[config.mk]
export PLATFORM = sky130hd
export DESIGN_NAME = sipo_deframer
export DESIGN_NICKNAME = d
export VERILOG_FILES = /design/src/rtl/sipo_deframer_pkg.sv /design/src/rtl/sipo_frame_counter.sv /design/src/rtl/sipo_deframer.sv
export SDC_FILE = /design/constraint.sdc
export NUM_CORES = 1
export LEC_CHECK = 0
export CORE_AREA = 2 2 39 41
export DETAILED_ROUTE_END_ITERATION = 8
export DIE_AREA = 0 0 41 43
export PLACE_DENSITY = 0.72
export SETUP_SLACK_MARGIN = 0.15
export SLEW_MARGIN = 15
export SYNTH_ARGS = -nofsm -noshare
export SYNTH_HDL_FRONTEND = slang
export SYNTH_SLANG_ARGS = --single-unit
[constraint.sdc]
create_clock -name clk -period 3.5 [get_ports clk]
set_input_delay 0.7 -clock clk [delete_from_list [all_inputs] [get_ports clk]]
set_output_delay 0.7 -clock clk [all_outputs]
set_load 0.05 [all_outputs]
[src/rtl/sipo_deframer_pkg.sv]
// Shared definitions for the serial-to-parallel deframer.
// Parity frame extension is selected by SIPO_DEFRAMER_PARITY_CHECK_EN.
package sipo_deframer_pkg;

`ifdef SIPO_DEFRAMER_PARITY_CHECK_EN
    localparam int unsigned PARITY_BITS = 1;
`else
    localparam int unsigned PARITY_BITS = 0;
`endif

    function automatic int unsigned cnt_w(input int unsigned width);
        return $clog2(width + 2);
    endfunction

    function automatic int unsigned frame_len(input int unsigned width);
        return width + PARITY_BITS;
    endfunction

    typedef enum logic {
        EMPTY = 1'b0,
        FULL  = 1'b1
    } slot_e;

endpackage

[src/rtl/sipo_frame_counter.sv]
// Frame bit counter: counts qualified bits, reloads to 1 on sync, flags the last bit.
module sipo_frame_counter #(
    parameter int unsigned FRAME_LEN = 4,
    parameter int unsigned CW        = 3
) (
    input  logic          clk,
    input  logic          reset,
    input  logic          si_valid,
    input  logic          si_sync,
    output logic [CW-1:0] cnt,
    output logic          last_bit
);

    localparam logic [CW-1:0] LAST = CW'(FRAME_LEN - 1);

    logic [CW-1:0] cnt_q, cnt_d;

    always_comb begin
        cnt_d    = cnt_q;
        last_bit = 1'b0;
        if (si_valid) begin
            // FRAME_LEN is at least 2, so a sync bit can never also close a frame
            if (si_sync) begin
                cnt_d = CW'(1);
            end else if (cnt_q == LAST) begin
                cnt_d    = '0;
                last_bit = 1'b1;
            end else begin
                cnt_d = cnt_q + CW'(1);
            end
        end
    end

    always_ff @(posedge clk or negedge reset) begin
        if (!reset) begin
            cnt_q <= '0;
        end else begin
            cnt_q <= cnt_d;
        end
    end

    assign cnt = cnt_q;

endmodule

[src/rtl/sipo_deframer.sv]
// MSB-first serial-to-parallel deframer with a one-word valid/ready holding slot.
// SIPO_DEFRAMER_PARITY_CHECK_EN adds a trailing even-parity bit per frame.
module sipo_deframer
    import sipo_deframer_pkg::*;
#(
    parameter  int unsigned WIDTH = 4,
    localparam int unsigned CW    = cnt_w(WIDTH)
) (
    input  logic             clk,
    input  logic             reset,
    input  logic             si,
    input  logic             si_valid,
    input  logic             si_sync,
    output logic [WIDTH-1:0] po,
    output logic             po_perr,
    output logic             po_valid,
    input  logic             po_ready,
    output logic             overrun,
    input  logic             clr_ovr,
    output logic [CW-1:0]    bit_cnt
);

    localparam int unsigned FRAME_LEN = frame_len(WIDTH);

    logic             last_bit;
    logic [WIDTH-1:0] shreg_q, shreg_d;
    logic [WIDTH-1:0] po_q, po_d;
    logic             perr_q, perr_d;
    logic             ovr_q, ovr_d;
    slot_e            slot_q, slot_d;
    logic [WIDTH-1:0] word;
    logic             word_perr;

    sipo_frame_counter #(
        .FRAME_LEN (FRAME_LEN),
        .CW        (CW)
    ) u_cnt (
        .clk      (clk),
        .reset    (reset),
        .si_valid (si_valid),
        .si_sync  (si_sync),
        .cnt      (bit_cnt),
        .last_bit (last_bit)
    );

    always_comb begin
        shreg_d = shreg_q;
`ifdef SIPO_DEFRAMER_PARITY_CHECK_EN
        // the parity bit is checked but never shifted into the data register
        word      = shreg_q;
        word_perr = (^shreg_q) ^ si;
        if (si_valid) begin
            if (si_sync) begin
                shreg_d = {{(WIDTH-1){1'b0}}, si};
            end else if (!last_bit) begin
                shreg_d = {shreg_q[WIDTH-2:0], si};
            end
        end
`else
        word      = {shreg_q[WIDTH-2:0], si};
        word_perr = 1'b0;
        if (si_valid) begin
            if (si_sync) begin
                shreg_d = {{(WIDTH-1){1'b0}}, si};
            end else begin
                shreg_d = {shreg_q[WIDTH-2:0], si};
            end
        end
`endif
    end

    always_comb begin
        slot_d = slot_q;
        po_d   = po_q;
        perr_d = perr_q;
        ovr_d  = ovr_q;
        if (clr_ovr) begin
            ovr_d = 1'b0;
        end
        // a drop on the same edge as clr_ovr must leave overrun set
        if (last_bit) begin
            if (slot_q == EMPTY || po_ready) begin
                slot_d = FULL;
                po_d   = word;
                perr_d = word_perr;
            end else begin
                ovr_d = 1'b1;
            end
        end else if (slot_q == FULL && po_ready) begin
            slot_d = EMPTY;
        end
    end

    always_ff @(posedge clk or negedge reset) begin
        if (!reset) begin
            shreg_q <= '0;
            po_q    <= '0;
            perr_q  <= 1'b0;
            ovr_q   <= 1'b0;
            slot_q  <= EMPTY;
        end else begin
            shreg_q <= shreg_d;
            po_q    <= po_d;
            perr_q  <= perr_d;
            ovr_q   <= ovr_d;
            slot_q  <= slot_d;
        end
    end

    assign po       = po_q;
    assign po_valid = (slot_q == FULL);
    assign overrun  = ovr_q;
`ifdef SIPO_DEFRAMER_PARITY_CHECK_EN
    assign po_perr  = perr_q;
`else
    assign po_perr  = 1'b0;
`endif

endmodule

==> metrics list, run 1 <==
- In this run the most critical hold path is launched from shreg_q[2].
- Worst hold path stage count: 1
* WL per Instance: 12.9 um
- Measured in cells, the most critical reg-to-reg path has a length of 4.
- Filler cell count: 134
- Cells fill approximately 54% of the core in the end.
- Dividing the synthesized area by the synthesized cell count gives 12.8 sq um.
* Final instance count without filler cells: 76
- The number of global-route vias before repair is between 300 and 400.
- Dividing the detail-routed via count by the number of cells gives 4.72.
* Fin. Hold Viols: 0
- Final hold analysis gives a worst-case slack of around 0.52 ns.
* Boundary Pins: 17
- Path class of the lowest-slack min-delay path: reg -> reg
* Setup repair after global routing missed its margin: false
* Biggest area consumer among synthesized cells: sky130_fd_sc_hd__dfrtp_1
* Max-slew headroom: roughly two thirds
- The net count of the finished layout is between 60 and 70.
- Max clock buf depth: 2
* Vias: about 360
- In this run, the number of DRC markers left after iteration 0 of detailed routing was 3.
* Pre-antenna DRT Iters: 2
- Multi-input gate area: ~220 sq um
* Startpoint of the lowest-slack register-to-register path: u_cnt.cnt[0]
* Startpoint type of the worst setup path: register
- The worst setup path is captured at an output pin.
* TritonCTS clock tree: yes
- The count of nets left with antenna violations once routing finished came out at 0.
* Highest attainable clock frequency: roughly 0.46 GHz
* Top cell type's share of synthesized area: a little over half
- Die area: 1760 sq um
* Worst path required time: 2.80 ns
* Number of nets produced by synthesis: 51
- Minimum period implied by the final worst setup slack: approximately 2.2 ns
* Total setup violations reported at the end of the flow: 0
- Summing every instance area after synthesis gives between 500 and 600 sq um.
- Residual overflow from global routing: 0
* Cells after Synth: 43
- Yosys synthesis warning count: 0
- For flop-to-flop paths, the worst setup slack is roughly 2.1 ns.
* HPWL reported at the end of detailed placement: 743 um
* Number of antenna violations at the first check in global routing: 0
- Across the run, the number of max-cap violations was 0.
- Entering global routing, the biggest net connects 13 pins.
- Layout cells sized above 1: 20.0%
- Arr. time, crit path: around 1.5 ns
- In this run, synthesis produced a sequential element count of 12.
- Clock insertion delay at the later pin of the skew report: between 0.2 and 0.3 ns
- Sequential standard cell area: roughly 300 sq um
- Cts hold-fix bufs: 0
* Final slew viol count: 0
* Global-route usage over all layers: between 10 and 15%
- Reg clk slew, reported paths: 0.08 ns
- H-tree levels: 1
- Power per Cell Area: 679 nW/um^2
- Relative to the synthesized area, the layout overhead comes to 35.3%.
- FF-to-FF End: po[0]
* Setup slack after layout: 1.30 ns
- After floorplanning, the core was sized to cover around 1400 sq um.
- Along the worst path, the maximum fanout reaches 4.
- VDD IR-drop max: roughly 290 uV
* Leakage power: around 0.34 nW
- Residual DRC: 0
* Sinks on Clock Net: 12
* Ant. Diodes: 0
* Initial Util: between 30% and 40%
* CP max-delay cell: sky130_fd_sc_hd__clkdlybuf4s50_1
- Of the available clock period, the critical path in the final layout requires a little over three fifths.
* Status: finished clean
* Setup total negative slack: 0 ns
* Cell variety after synth: 20
- After clock tree synthesis, the repair step resized 0 gates.
* Cell chain of the critical path: clkdlybuf4s50_1
- Slew at the pin closest to its max-slew limit: around 0.52 ns
- Summed over all layers, the routed wires come to between 900 and 1000 um.
- The first global-routing pass estimated roughly 1600 um of wire.
* Hold EP: po[3]
- Sorting the synthesized cells by area gives the leading types as sky130_fd_sc_hd__dfrtp_1 (55%), sky130_fd_sc_hd__mux2_4 (11%), sky130_fd_sc_hd__nand4bb_4 (5.0%).
- At the end of routability-driven placement, the weighted congestion stood at roughly 0.73.
- Critical path type: reg -> out
- Worst clock skew on the final layout: around 0.0075 ns
- Count of buffers added by post-CTS timing repair for setup: 0
- Maximum cell stage delay along the critical path: 0.83 ns
- The die is ~43 um tall.
- Cell family with the largest share of critical-path delay: buffers and inverters
- The number of clock buffers added by TritonCTS is 3.
- Pre-CTS worst setup slack: ~1.3 ns
- In this run the clock root is driven by a sky130_fd_sc_hd__clkbuf_4.
- The die is just over 40 um wide.
* Cells after DPL: 72
* Proportion of synthesized chip area in sequential cells: about 55%
* Number of cell rows: 14
- Together, buffers and inverters on the worst path number 1.
* Number of buffers inserted by port buffering: 15
[Yosys cell counts]
library cell and number:
sky130_fd_sc_hd__a21oi_1 2, sky130_fd_sc_hd__and2_1 1, sky130_fd_sc_hd__buf_2 1, sky130_fd_sc_hd__buf_4 1, sky130_fd_sc_hd__conb_1 1, sky130_fd_sc_hd__dfrtp_1 12, sky130_fd_sc_hd__ha_1 1, sky130_fd_sc_hd__inv_1 5
sky130_fd_sc_hd__mux2_2 1, sky130_fd_sc_hd__mux2_4 4, sky130_fd_sc_hd__nand2_1 1, sky130_fd_sc_hd__nand2b_1 1, sky130_fd_sc_hd__nand2b_4 1, sky130_fd_sc_hd__nand3b_1 2, sky130_fd_sc_hd__nand4b_1 1, sky130_fd_sc_hd__nand4bb_4 1
sky130_fd_sc_hd__nor2_1 1, sky130_fd_sc_hd__o21ai_0 4, sky130_fd_sc_hd__o22ai_1 1, sky130_fd_sc_hd__or2b_2 1
[worst max path at each step]
stage / start / end / slack, ns / cells after the start
after floorplan: u_cnt.cnt[0] / po[0] / 1.84 / 4
after global placement: si_valid / po[0] / 1.34 / 4
after detailed placement: si_valid / po[0] / 1.32 / 4
after CTS: u_cnt.cnt[0] / bit_cnt[0] / 1.30 / 1
after global routing: u_cnt.cnt[2] / bit_cnt[2] / 1.24 / 1
final: u_cnt.cnt[0] / bit_cnt[0] / 1.30 / 1
[placed cells by master, fill, tap and decap left out, drive strengths merged]
cell type      Yosys  routed
a21oi              2       2
and2               1       1
clkbuf             0       4
clkdlybuf4s50      0      15
conb               1       1
dfrtp             12      12
ha                 1       1
inv                5       5
mux2               5       5
nand2              1       1
nand2b             2       2
nand3b             2       2
nand4b             1       1
nand4bb            1       1
nor2               1       1
o21ai              4       4
o22ai              1       1
or2b               1       1
[cell families after synthesis]
| family | share of synthesized area [%] |
|---|---|
| flops | 54.7 |
| simple gates | 17.1 |
| compound gates | 6.61 |
| buf+inv | 5.69 |
| mux | 13.0 |
| fa+ha+maj | 2.28 |
| other cells | 0.683 |
[cell type report]
class	count	share of cell area (%)
inverters	5	2.53
flip-flops and latches	12	40.4
repair buffers	15	20.2
clock buffers	4	4.88
multi-input cells	24	29.3
well taps	16	2.69
[metrics by stage]
step	cell area, sq um	power (mW)
6_report	743	0.505
3_5_place_dp	707	0.397
5_1_grt	743	0.529
4_1_cts	743	0.510
3_3_place_gp	707	0.393
2_1_floorplan	549	0.327
[layer usage]
| layer | routed length, um | track usage, % |
|---|---|---|
| met3 | 64 | 3.66 |
| met4 | 19 | 14.0 |
| met1 | 437 | 17.9 |
| met5 | 0 | 0 |
| met2 | 456 | 20.0 |
[where the power goes]
| group | switching (mW) | internal (mW) | total, mW |
|---|---|---|---|
| sequential | 0.0179 | 0.167 | 0.184 |
| combinational | 0.125 | 0.0836 | 0.209 |
| clock | 0.0480 | 0.0632 | 0.111 |
| total | 0.191 | 0.313 | 0.505 |
[sequential cells by signal, summed over array words and instances, names as in the netlist]
name,count
overrun,1
shreg_q,3
u_cnt.cnt,3
po_valid,1
po,4
Note: power is estimated with default switching activity, not from simulation.
==> run 2, diff against run 1 <==
CORE_AREA = unset   (was 2 2 39 41)
CORE_MARGIN = 1.5   (was unset)
CORE_UTILIZATION = 39   (was unset)
DIE_AREA = unset   (was 0 0 41 43)
PLACE_DENSITY = 0.71   (was 0.72)
clock period = 1.9 ns   (was 3.5 ns; I/O delays follow)
==> run 2 against run 1 <==
Sequential share of layout area grew 0.48 points. Hold slack lost 0.086 ns. Die area is 6.8% lower. Critical path depth is the same. Total power rose by 77%. Count of clock-buffer cells in the layout did not move. Utilization rose by 2.7 points. Clock skew decreased by 0.0034 ns. Cell count is the same. Wire length fell by 12%. Worst setup slack worse by 0.96 ns. Critical endpoint is now po[0]. Largest power group unchanged. Highest routed layer unchanged.
==> metrics list, run 2 (synthesized netlist as in run 1, its figures left out) <==
- The count of endpoints failing setup in the final report came to 0 (unchanged).
* Number of buffers and inverters on the critical path: 1 (unchanged)
- The half-perimeter wire length after placement came to 649 um (-13%).
* Max-slew headroom: 65.9% (+0.69 points)
* Switching power: 0.346 mW (+81%)
- Setup total negative slack: 0 ns (unchanged)
- Final instance count without filler cells: 76 (unchanged)
- Vias in the first global route: 305 (-22%)
* Fraction of met3 tracks used by global routing: 8.33% (+4.7 points)
* Max clock buf depth: 2 (unchanged)
* Num CTS Buffers: 3 (unchanged)
* H-tree levels: 1 (unchanged)
- Minimum period implied by the final worst setup slack: between 1.5 and 2 ns
- Number of buffers inserted by port buffering: 15 (unchanged)
* Routed WL: 862 um (-12%)
- Setup repair after global routing missed its margin: false
- For this run, the top clock speed supported by timing is roughly 0.64 GHz.
* Boundary Pins: 17 (unchanged)
- Pre-antenna DRT Iters: 3 (+1)
- The fraction of layout cells with a size suffix above 1 was 26.2% (+6.2 points).
- Final clock period utilization by the worst path: 81.9%
- Commonest non-fill, non-tap cell in the layout: sky130_fd_sc_hd__dfrtp_1
- The final routed wire length divided by cell count was 11.3 um (-12%).
* Die Ht: 40.5 um (-5.7%)
- Power per Cell Area: 1220 nW/um^2 (+79%)
* Fin. Hold Viols: 0 (unchanged)
- Mean number of vias per cell: 4.55 (-3.6%)
- Residual DRC: 0 (unchanged)
* Vias: 346 (-3.6%)
- From synthesis to final layout, the design area changed by 33.7%.
* Maximum number of pins on one net before global-route repair: 13 (unchanged)
- The post-cts repair resize count came to 6 (+6).
* Reg clk slew, reported paths: 0.08 ns (about the same)
- The max-cap check violation count is 0 (unchanged).
- Status: finished clean
* First-pass GRT wire length: 1410 um (-14%)
- Residual overflow from global routing: 0 (unchanged)
* TritonCTS clock tree: yes
* Slew at the pin closest to its max-slew limit: 0.509 ns (-0.0104 ns)
- The die boundary width is 40.5 um (-1.1%).
- The power share of the sequential group came to 37.9% (+1.3 points).
- In the layout the commonest cells are sky130_fd_sc_hd__dfrtp_1 (12), sky130_fd_sc_hd__clkdlybuf4s50_1 (6), sky130_fd_sc_hd__dlygate4sd2_1 (6), sky130_fd_sc_hd__inv_1 (5).
* Cell family with the largest share of critical-path delay: buffers and inverters
- Cell Int Power: 0.548 mW (+75%)
- Global-route met1 utilization: 17.7% (-0.16 points)
- Global-route usage over all layers: 14.8% (+0.061 points)
* CP max-delay cell: sky130_fd_sc_hd__dlygate4sd2_1
- The clock network power share came to 22.9% (+0.9 points).
* Startpoint type of the worst setup path: register
- The cell count after placement was 72 (unchanged).
- The antenna diode count came to 0 (unchanged).
- Die area: 1640 sq um (-6.8%)
- The number of antenna violations at the first check in global routing is 0 (unchanged).
- After global routing, the most crowded layer is met2.
* Critical path type: reg -> out
- Worst path required time: 1.52 ns (-1.28 ns)
- Leakage power: 0.372 nW (+8.6%)
- The area of the core was 1300 sq um (-6.0%).
* Final slew viol count: 0 (unchanged)
* Cell chain of the critical path: dlygate4sd2_1
- Initial Util: 42.2% (+2.5 points)
* Final net count: 70 (+1.4%)
- Master cell of the clock root buffer: sky130_fd_sc_hd__clkbuf_4
* Met2 layer usage reported by global route: 19.8% (-0.16 points)
- Worst clock skew on the final layout: 0.00403 ns (-0.00342 ns)
- The flip-flop count of the largest register after layout was 4 (unchanged).
* Antenna-violating nets left: 0 (unchanged)
* Endpoint kind of the worst setup timing path: output pin
- Cts hold-fix bufs: 0 (unchanged)
- The part of the total power dissipated in combinational logic was 39.3% (-2.1 points).
* Arr. time, crit path: 1.18 ns (-0.32 ns)
- The count of buffers added by post-CTS timing repair for setup came to 0 (unchanged).
- Total Power Consumption: 0.895 mW (+77%)
- The site row count is 13 (-1).
- The final-layout fill cell count came to 115 (-14%).
- The number of design-rule violations left by the first detailed-router iteration is 1 (-2).
* Final Wtd Congestion: 0.644 (-12%)
- Largest fanout of any net on the critical path: 2 (-2)
- VDD IR-drop max: 718 uV (+150%)
- Maximum cell stage delay along the critical path: 0.54 ns (-0.29 ns)
- Share of total power consumed by net switching: 38.7% (+0.81 points)
- The clock latency reported for the late side of the worst-skew pair is 0.28 ns (about the same).
- The number of clock sinks seen by CTS is 12 (unchanged).
- The tightest min-delay check is of the in -> async type.
-- run 2: power groups by stage --
stage	combinational (mW)	sequential, mW	clock (mW)
CTS	0.355	0.341	0.212
floorplan	0.0987	0.503	0
finish	0.351	0.339	0.205
detailed placement	0.382	0.348	0
global route	0.376	0.345	0.222
global placement	0.377	0.344	0
-- run 2: layout make-up --
cell class / count / area, sq um / share of cell area (%)
timing repair buffer: 16 / 143 / 19.4
inverter: 5 / 18.8 / 2.56
multi-input combinational: 24 / 218 / 29.6
clock buffer: 4 / 36.3 / 4.94
sequential: 12 / 300 / 40.9
tap: 15 / 18.8 / 2.56
-- run 2: metal layers --
metal	vias to the layer above	wire, um
li1	180	-
met1	148	405
met2	13	362
met3	5	75
met4	0	19
met5	-	0
-- run 2: final timing paths --
check | cells past startpoint | to | startpoint | slack, ns
worst min-delay path | 1 | po[1] | reset | 0.44
max in group asynchronous | 1 | shreg_q[2] | reset | 1.12
worst max register to register | 4 | po[0] | u_cnt.cnt[0] | 0.53
worst max-delay path | 1 | po[0] | po[0] | 0.34
min in group clk | 1 | po[3] | shreg_q[2] | 0.51
worst min register to register | 1 | po[3] | shreg_q[2] | 0.51
-- run 2: stage by stage --
step           utilization [%]  setup slack, ns  area [sq um]  hold WS [ns]
3_5_place_dp              54.2            0.159           706         0.499
5_1_grt                   56.4            0.299           734         0.485
6_report                  56.4            0.343           734         0.436
2_1_floorplan                -            0.237           549        0.0844
4_1_cts                   56.4            0.319           734         0.456
3_3_place_gp              54.2            0.179           706         0.493
==> run 3, diff against run 2 <==
clock period = 1.3 ns   (was 1.9 ns; I/O delays follow)
==> run 3 against run 2 <==
Non-clock buffer count up 10. Utilization up 17 points. Total power up 80%. Flip-flop and latch count unchanged. Design area up 31%. Via count up 18%. Die area unchanged. Hold slack worse by 0.16 ns. Wire length up 29%. Sequential power up 58%. Sequential share of layout area down 9.1 points. Critical endpoint is now po[1]. Largest cell class is now non-clock buffers. Largest power group unchanged.
==> metrics list, run 3 (synthesized netlist as in run 1, its figures left out) <==
- The half-perimeter wire length after placement is 851 um (+31%).
- Setup repair after global routing could not meet its margin everywhere.
- The total I/O pin count was 17 (unchanged).
- The final routed wire length divided by cell count was 12.9 um (+14%).
* Critical path type: reg -> reg
- From synthesis to final layout, the design area changed by 74.7%.
* Reg clk slew, reported paths: 0.08 ns (about the same)
* Maximum number of pins on one net before global-route repair: 13 (unchanged)
- Die area: 1640 sq um (unchanged)
- Final clock period utilization by the worst path: a little over nine tenths
- Mean number of vias per cell: 4.76 (+4.5%)
* Worst path required time: 1.46 ns (-0.06 ns)
* Final net count: 80 (+14%)
* Antenna-violating nets left: 0 (unchanged)
* Vias in the first global route: 386 (+27%)
* Endpoint kind of the worst setup timing path: register
- Master cell of the clock root buffer: sky130_fd_sc_hd__clkbuf_4
- The max-cap check violation count was 0 (unchanged).
* Fin. Hold Viols: 0 (unchanged)
- The total via count after detailed routing was 409 (+18%).
- VDD IR-drop max: 1000 uV (+40%)
- Sequential standard cell area: 305 sq um (+1.7%)
* Ant. Diodes: 0 (unchanged)
- Largest fanout of any net on the critical path: 4 (+2)
- The flow ran to the end, and the final reports show no timing, DRC or antenna violations.
- The number of antenna violations at the first check in global routing is 0 (unchanged).
* TritonCTS clock tree: yes
* Highest-count cells in the layout ignoring fill and taps: sky130_fd_sc_hd__buf_12 (9), sky130_fd_sc_hd__dfrtp_1 (8), sky130_fd_sc_hd__buf_4 (8), sky130_fd_sc_hd__inv_1 (5), sky130_fd_sc_hd__clkdlybuf4s50_1 (5)
- The library cell used most frequently in the layout, excluding fill and tap cells, is sky130_fd_sc_hd__buf_12.
- Path class of the lowest-slack min-delay path: in -> async
* Residual DRC: 0 (unchanged)
- The overall track demand over capacity in global routing is 16.0% (+1.2 points).
- Arr. time, crit path: 1.44 ns (+0.26 ns)
- The effective utilization at floorplan came to 42.2% (unchanged).
- Based on the critical path, the design can be clocked at up to 0.781 GHz.
- The routability congestion estimate is 0.667 (+3.6%).
- The area taken by multi-input logic gates was 244 sq um (+12%).
- The clock latency reported for the late side of the worst-skew pair came to 0.27 ns (about the same).
* Residual overflow from global routing: 0 (unchanged)
- Cts hold-fix bufs: 0 (unchanged)
* Number of flip-flops in the largest register: 4 (unchanged)
* Pre-antenna DRT Iters: 4 (+1)
* Number of buffers inserted by port buffering: 15 (unchanged)
- The worst clock skew came to 0.00197 ns (-0.00207 ns).
- The total power per unit cell area was 1670 nW/um^2 (+37%).
- The fraction of layout cells with a size suffix above 1 came to 54.9% (+29 points).
- Routed WL: 1110 um (+29%)
- The final count of pins violating max slew was 0 (unchanged).
* Total setup violations reported at the end of the flow: 0 (unchanged)
- The die boundary width was 40.5 um (unchanged).
* H-tree levels: 1 (unchanged)
- Setup total negative slack: 0 ns (unchanged)
* Detailed router's first-iteration violation count: 4 (+3)
* Leakage power: 0.449 nW (+21%)
- The maximum buffer depth of the clock tree was 2 (unchanged).
- The height of the die is 40.5 um (unchanged).
- The routed design could run at a clock period as short as roughly 1.3 ns.
- Area of the core: 1300 sq um (unchanged)
- The number of buffers created by CTS is 3 (unchanged).
- Startpoint type of the worst setup path: register
* Filler cell count: 99 (-14%)
- The number of clock sinks seen by CTS was 12 (unchanged).
- Logic depth of the worst register-to-register path: 4 (unchanged)
* Number of cell rows: 13 (unchanged)
- First-pass GRT wire length: 1610 um (+14%)
- Post-Route Utilization: 73.8% (+17 points)
[run 3: metrics by stage]
step / worst slack, ns / hold WS (ns) / cell area [sq um] / cells / power (mW)
after detailed placement: -0.244 / 0.495 / 881 / 80 / 1.31
after global routing: -0.00587 / 0.292 / 960 / 86 / 1.67
after CTS: 0.0117 / 0.286 / 936 / 86 / 1.60
final: 0.0199 / 0.278 / 960 / 86 / 1.61
after floorplan: -0.131 / -0.0356 / 567 / 43 / 0.894
after global placement: -0.217 / 0.498 / 881 / 80 / 1.29
[run 3: worst max-delay path: stages, from the launching register on]
cell and delay (ns):
sky130_fd_sc_hd__dfrtp_2 0.44, sky130_fd_sc_hd__ha_4 0.18, sky130_fd_sc_hd__nand4bb_4 0.09, sky130_fd_sc_hd__nand2b_4 0.17, sky130_fd_sc_hd__mux2_4 0.30
[run 3: cell type report]
| cell class | instances | area share, % |
|---|---|---|
| Timing Repair Buffer | 26 | 35.1 |
| Sequential cell | 12 | 31.8 |
| Multi-Input combinational cell | 24 | 25.4 |
| Clock buffer | 4 | 3.78 |
| Inverter | 5 | 1.96 |
| Tap cell | 15 | 1.96 |
[run 3: power breakdown]
group          switching, mW  leakage [nW]  total, mW  internal [mW]
combinational          0.358         0.279      0.777          0.419
clock                  0.126        0.0210      0.296          0.170
sequential            0.0826         0.149      0.534          0.451
[run 3: worst paths after layout]
kind	start	to	slack, ns
max in group asynchronous	reset	u_cnt.cnt[1]	0.86
max reg2reg	u_cnt.cnt[1]	po[1]	0.02
min	reset	po[1]	0.28
max	u_cnt.cnt[1]	po[1]	0.02
min reg2reg	shreg_q[2]	po[3]	0.52
min in group clk	si_valid	u_cnt.cnt[0]	0.43
[run 3: metal layers]
layer	wire, um	vias up	GRT usage, %	share of wire [%]
li1	-	198	-	-
met1	447	195	17.1	40
met2	597	14	27.0	54
met3	47	2	6.67	4.2
met4	16	0	7.50	1.4
met5	0	-	0	0
[run 3: what timing repair did]
item                       in CTS  in global routing
pin swaps                       1                  2
setup endpoints to repair       9                 13
buffers inserted                2                  0
resized for setup               1                  6
==> patch: new RTL, flow settings as in run 2 <==
The parameter `WIDTH` goes from 4 to 3.
--- a/src/rtl/sipo_deframer.sv
+++ b/src/rtl/sipo_deframer.sv
@@ -3,7 +3,7 @@
 module sipo_deframer
     import sipo_deframer_pkg::*;
 #(
-    parameter  int unsigned WIDTH = 4,
+    parameter  int unsigned WIDTH = 3,
     localparam int unsigned CW    = cnt_w(WIDTH)
 ) (
     input  logic             clk,
Interface: changed (resized po); port bits go from 17 to 16. The function was not compared with the original's and may differ.
==> patch against run 2 <==
Power down 25%. Global-route usage increased by 0.39 points. Setup slack better by 0.044 ns. Final area down 15%. Critical endpoint is now po_valid. First-iteration DRC count is 100% lower. Area after synthesis down 15%. Largest cell class unchanged. Sequential power shrank 18%. Sequential cell count decreased by 2. Via count decreased by 1.7%. Routed wire length down 4.4%. Cell count fell by 7.9%.
==> patch: results (changes against run 2) <==
INFO  metric status = completed (unchanged)
INFO  metric total_area_of_multi_input_combinational_cells = 183 sq um (was 218 sq um)
INFO  metric io_buffers = 14 (was 15)
INFO  metric synthAdderAreaFrac = 0 (was 0.0228)
INFO  metric postPlaceCellArea = 606 sq um (was 706 sq um)
INFO  metric sequential_fraction_of_the_synthesis_area = 0.536 (was 0.547)
INFO  metric grt.total_usage = 0.152 (was 0.148)
INFO  metric avgRoutedWirePerCell = 11.8 um (was 11.3 um)
INFO  metric crit_arrival = 1.13 ns (was 1.18 ns)
INFO  metric drt_first_iter_violations = 0 (was 1)
INFO  metric routability_driven_placement_congestion_ratio = 0.790 (was 0.644)
INFO  metric fillerInstances = 102 (was 115)
INFO  metric layout.nets = 65 (was 70)
INFO  metric drt_pre_antenna_iters = 1 (was 3)
INFO  metric synth.area.mux_share = 0.0965 (was 0.130)
INFO  metric grt_max_degree = 11 (was 13)
INFO  metric detailroute.via_count = 340 (was 346)
INFO  metric ir_drop = 445 uV (was 718 uV)
INFO  metric place.detailed.hpwl = 618 um (was 649 um)
INFO  metric mappedNetlistNets = 47 (was 51)
INFO  metric dp_worst_setup_slack = 0.167 ns (was 0.159 ns)
INFO  metric p_leak = 0.000304 uW (was 0.000372 uW)
INFO  metric worst_r2r_startpoint = u_cnt.cnt[2] (was u_cnt.cnt[0])
INFO  metric finClkSkew = 0.000769 ns (was 0.00403 ns)
INFO  metric grt_pass1_wl = 1390 um (was 1410 um)
INFO  metric setup.worst_path.start = po_valid (was po[0])
INFO  metric synth.top_cells.by_area = sky130_fd_sc_hd__dfrtp_1 54%, sky130_fd_sc_hd__mux2_1 7.2%, sky130_fd_sc_hd__nor3b_4 4.0% (was sky130_fd_sc_hd__dfrtp_1 55%, sky130_fd_sc_hd__mux2_4 11%, sky130_fd_sc_hd__nand4bb_4 5.0%)
[patch: cell families (layout without fill, tap and decap cells)]
| kind of cell | count (synthesis) | after routing |
|---|---|---|
| flip-flops | 10 | 10 |
| AND/OR/NAND/NOR | 11 | 11 |
| AO/OA/AOI/OAI | 8 | 8 |
| other | 1 | 1 |
| buffers and inverters | 6 | 22 |
| multiplexers | 4 | 4 |
[patch: worst paths after layout]
path | endpoint | slack, ns | depth (start not counted)
setup reg to reg | po[2] | 0.63 | 3
hold reg to reg | po[1] | 0.49 | 1
max in group asynchronous | u_cnt.cnt[1] | 1.17 | 1
min in group clk | po[1] | 0.49 | 1
setup / recovery | po_valid | 0.39 | 1
hold / removal | po[1] | 0.42 | 1
[patch: metal layers]
layer | up-vias | track usage | wire (um)
met5 | - | 0 | 0
met4 | 0 | 0.134 | 29
met3 | 5 | 0.0536 | 59
met2 | 13 | 0.220 | 369
met1 | 154 | 0.174 | 365
li1 | 168 | - | -
[patch: what timing repair did]
| action | CTS | global route |
|---|---|---|
| setup buffers | 0 | 0 |
| endpoints found under the setup margin | 5 | 0 |
| resized for setup | 5 | 0 |
[patch: cell type report]
| type | count | area share |
|---|---|---|
| sequential | 10 | 0.402 |
| multi-input combinational | 24 | 0.294 |
| timing repair buffer | 15 | 0.215 |
| clock buffer | 3 | 0.0362 |
| tap | 14 | 0.0282 |
| inverter | 4 | 0.0241 |
[patch: through the flow]
stage          power (uW)  instances
2_1_floorplan         460         40
5_1_grt               708         70
4_1_cts               680         70
6_report              671         70
3_3_place_gp          550         67
3_5_place_dp          552         67
[patch: power by group through the flow]
stage | registers [uW] | logic (uW) | clock network (uW)
after floorplan | 400 | 60.0 | 0
after global placement | 283 | 267 | 0
after detailed placement | 284 | 268 | 0
after CTS | 279 | 251 | 151
after global routing | 285 | 261 | 163
final | 278 | 249 | 144
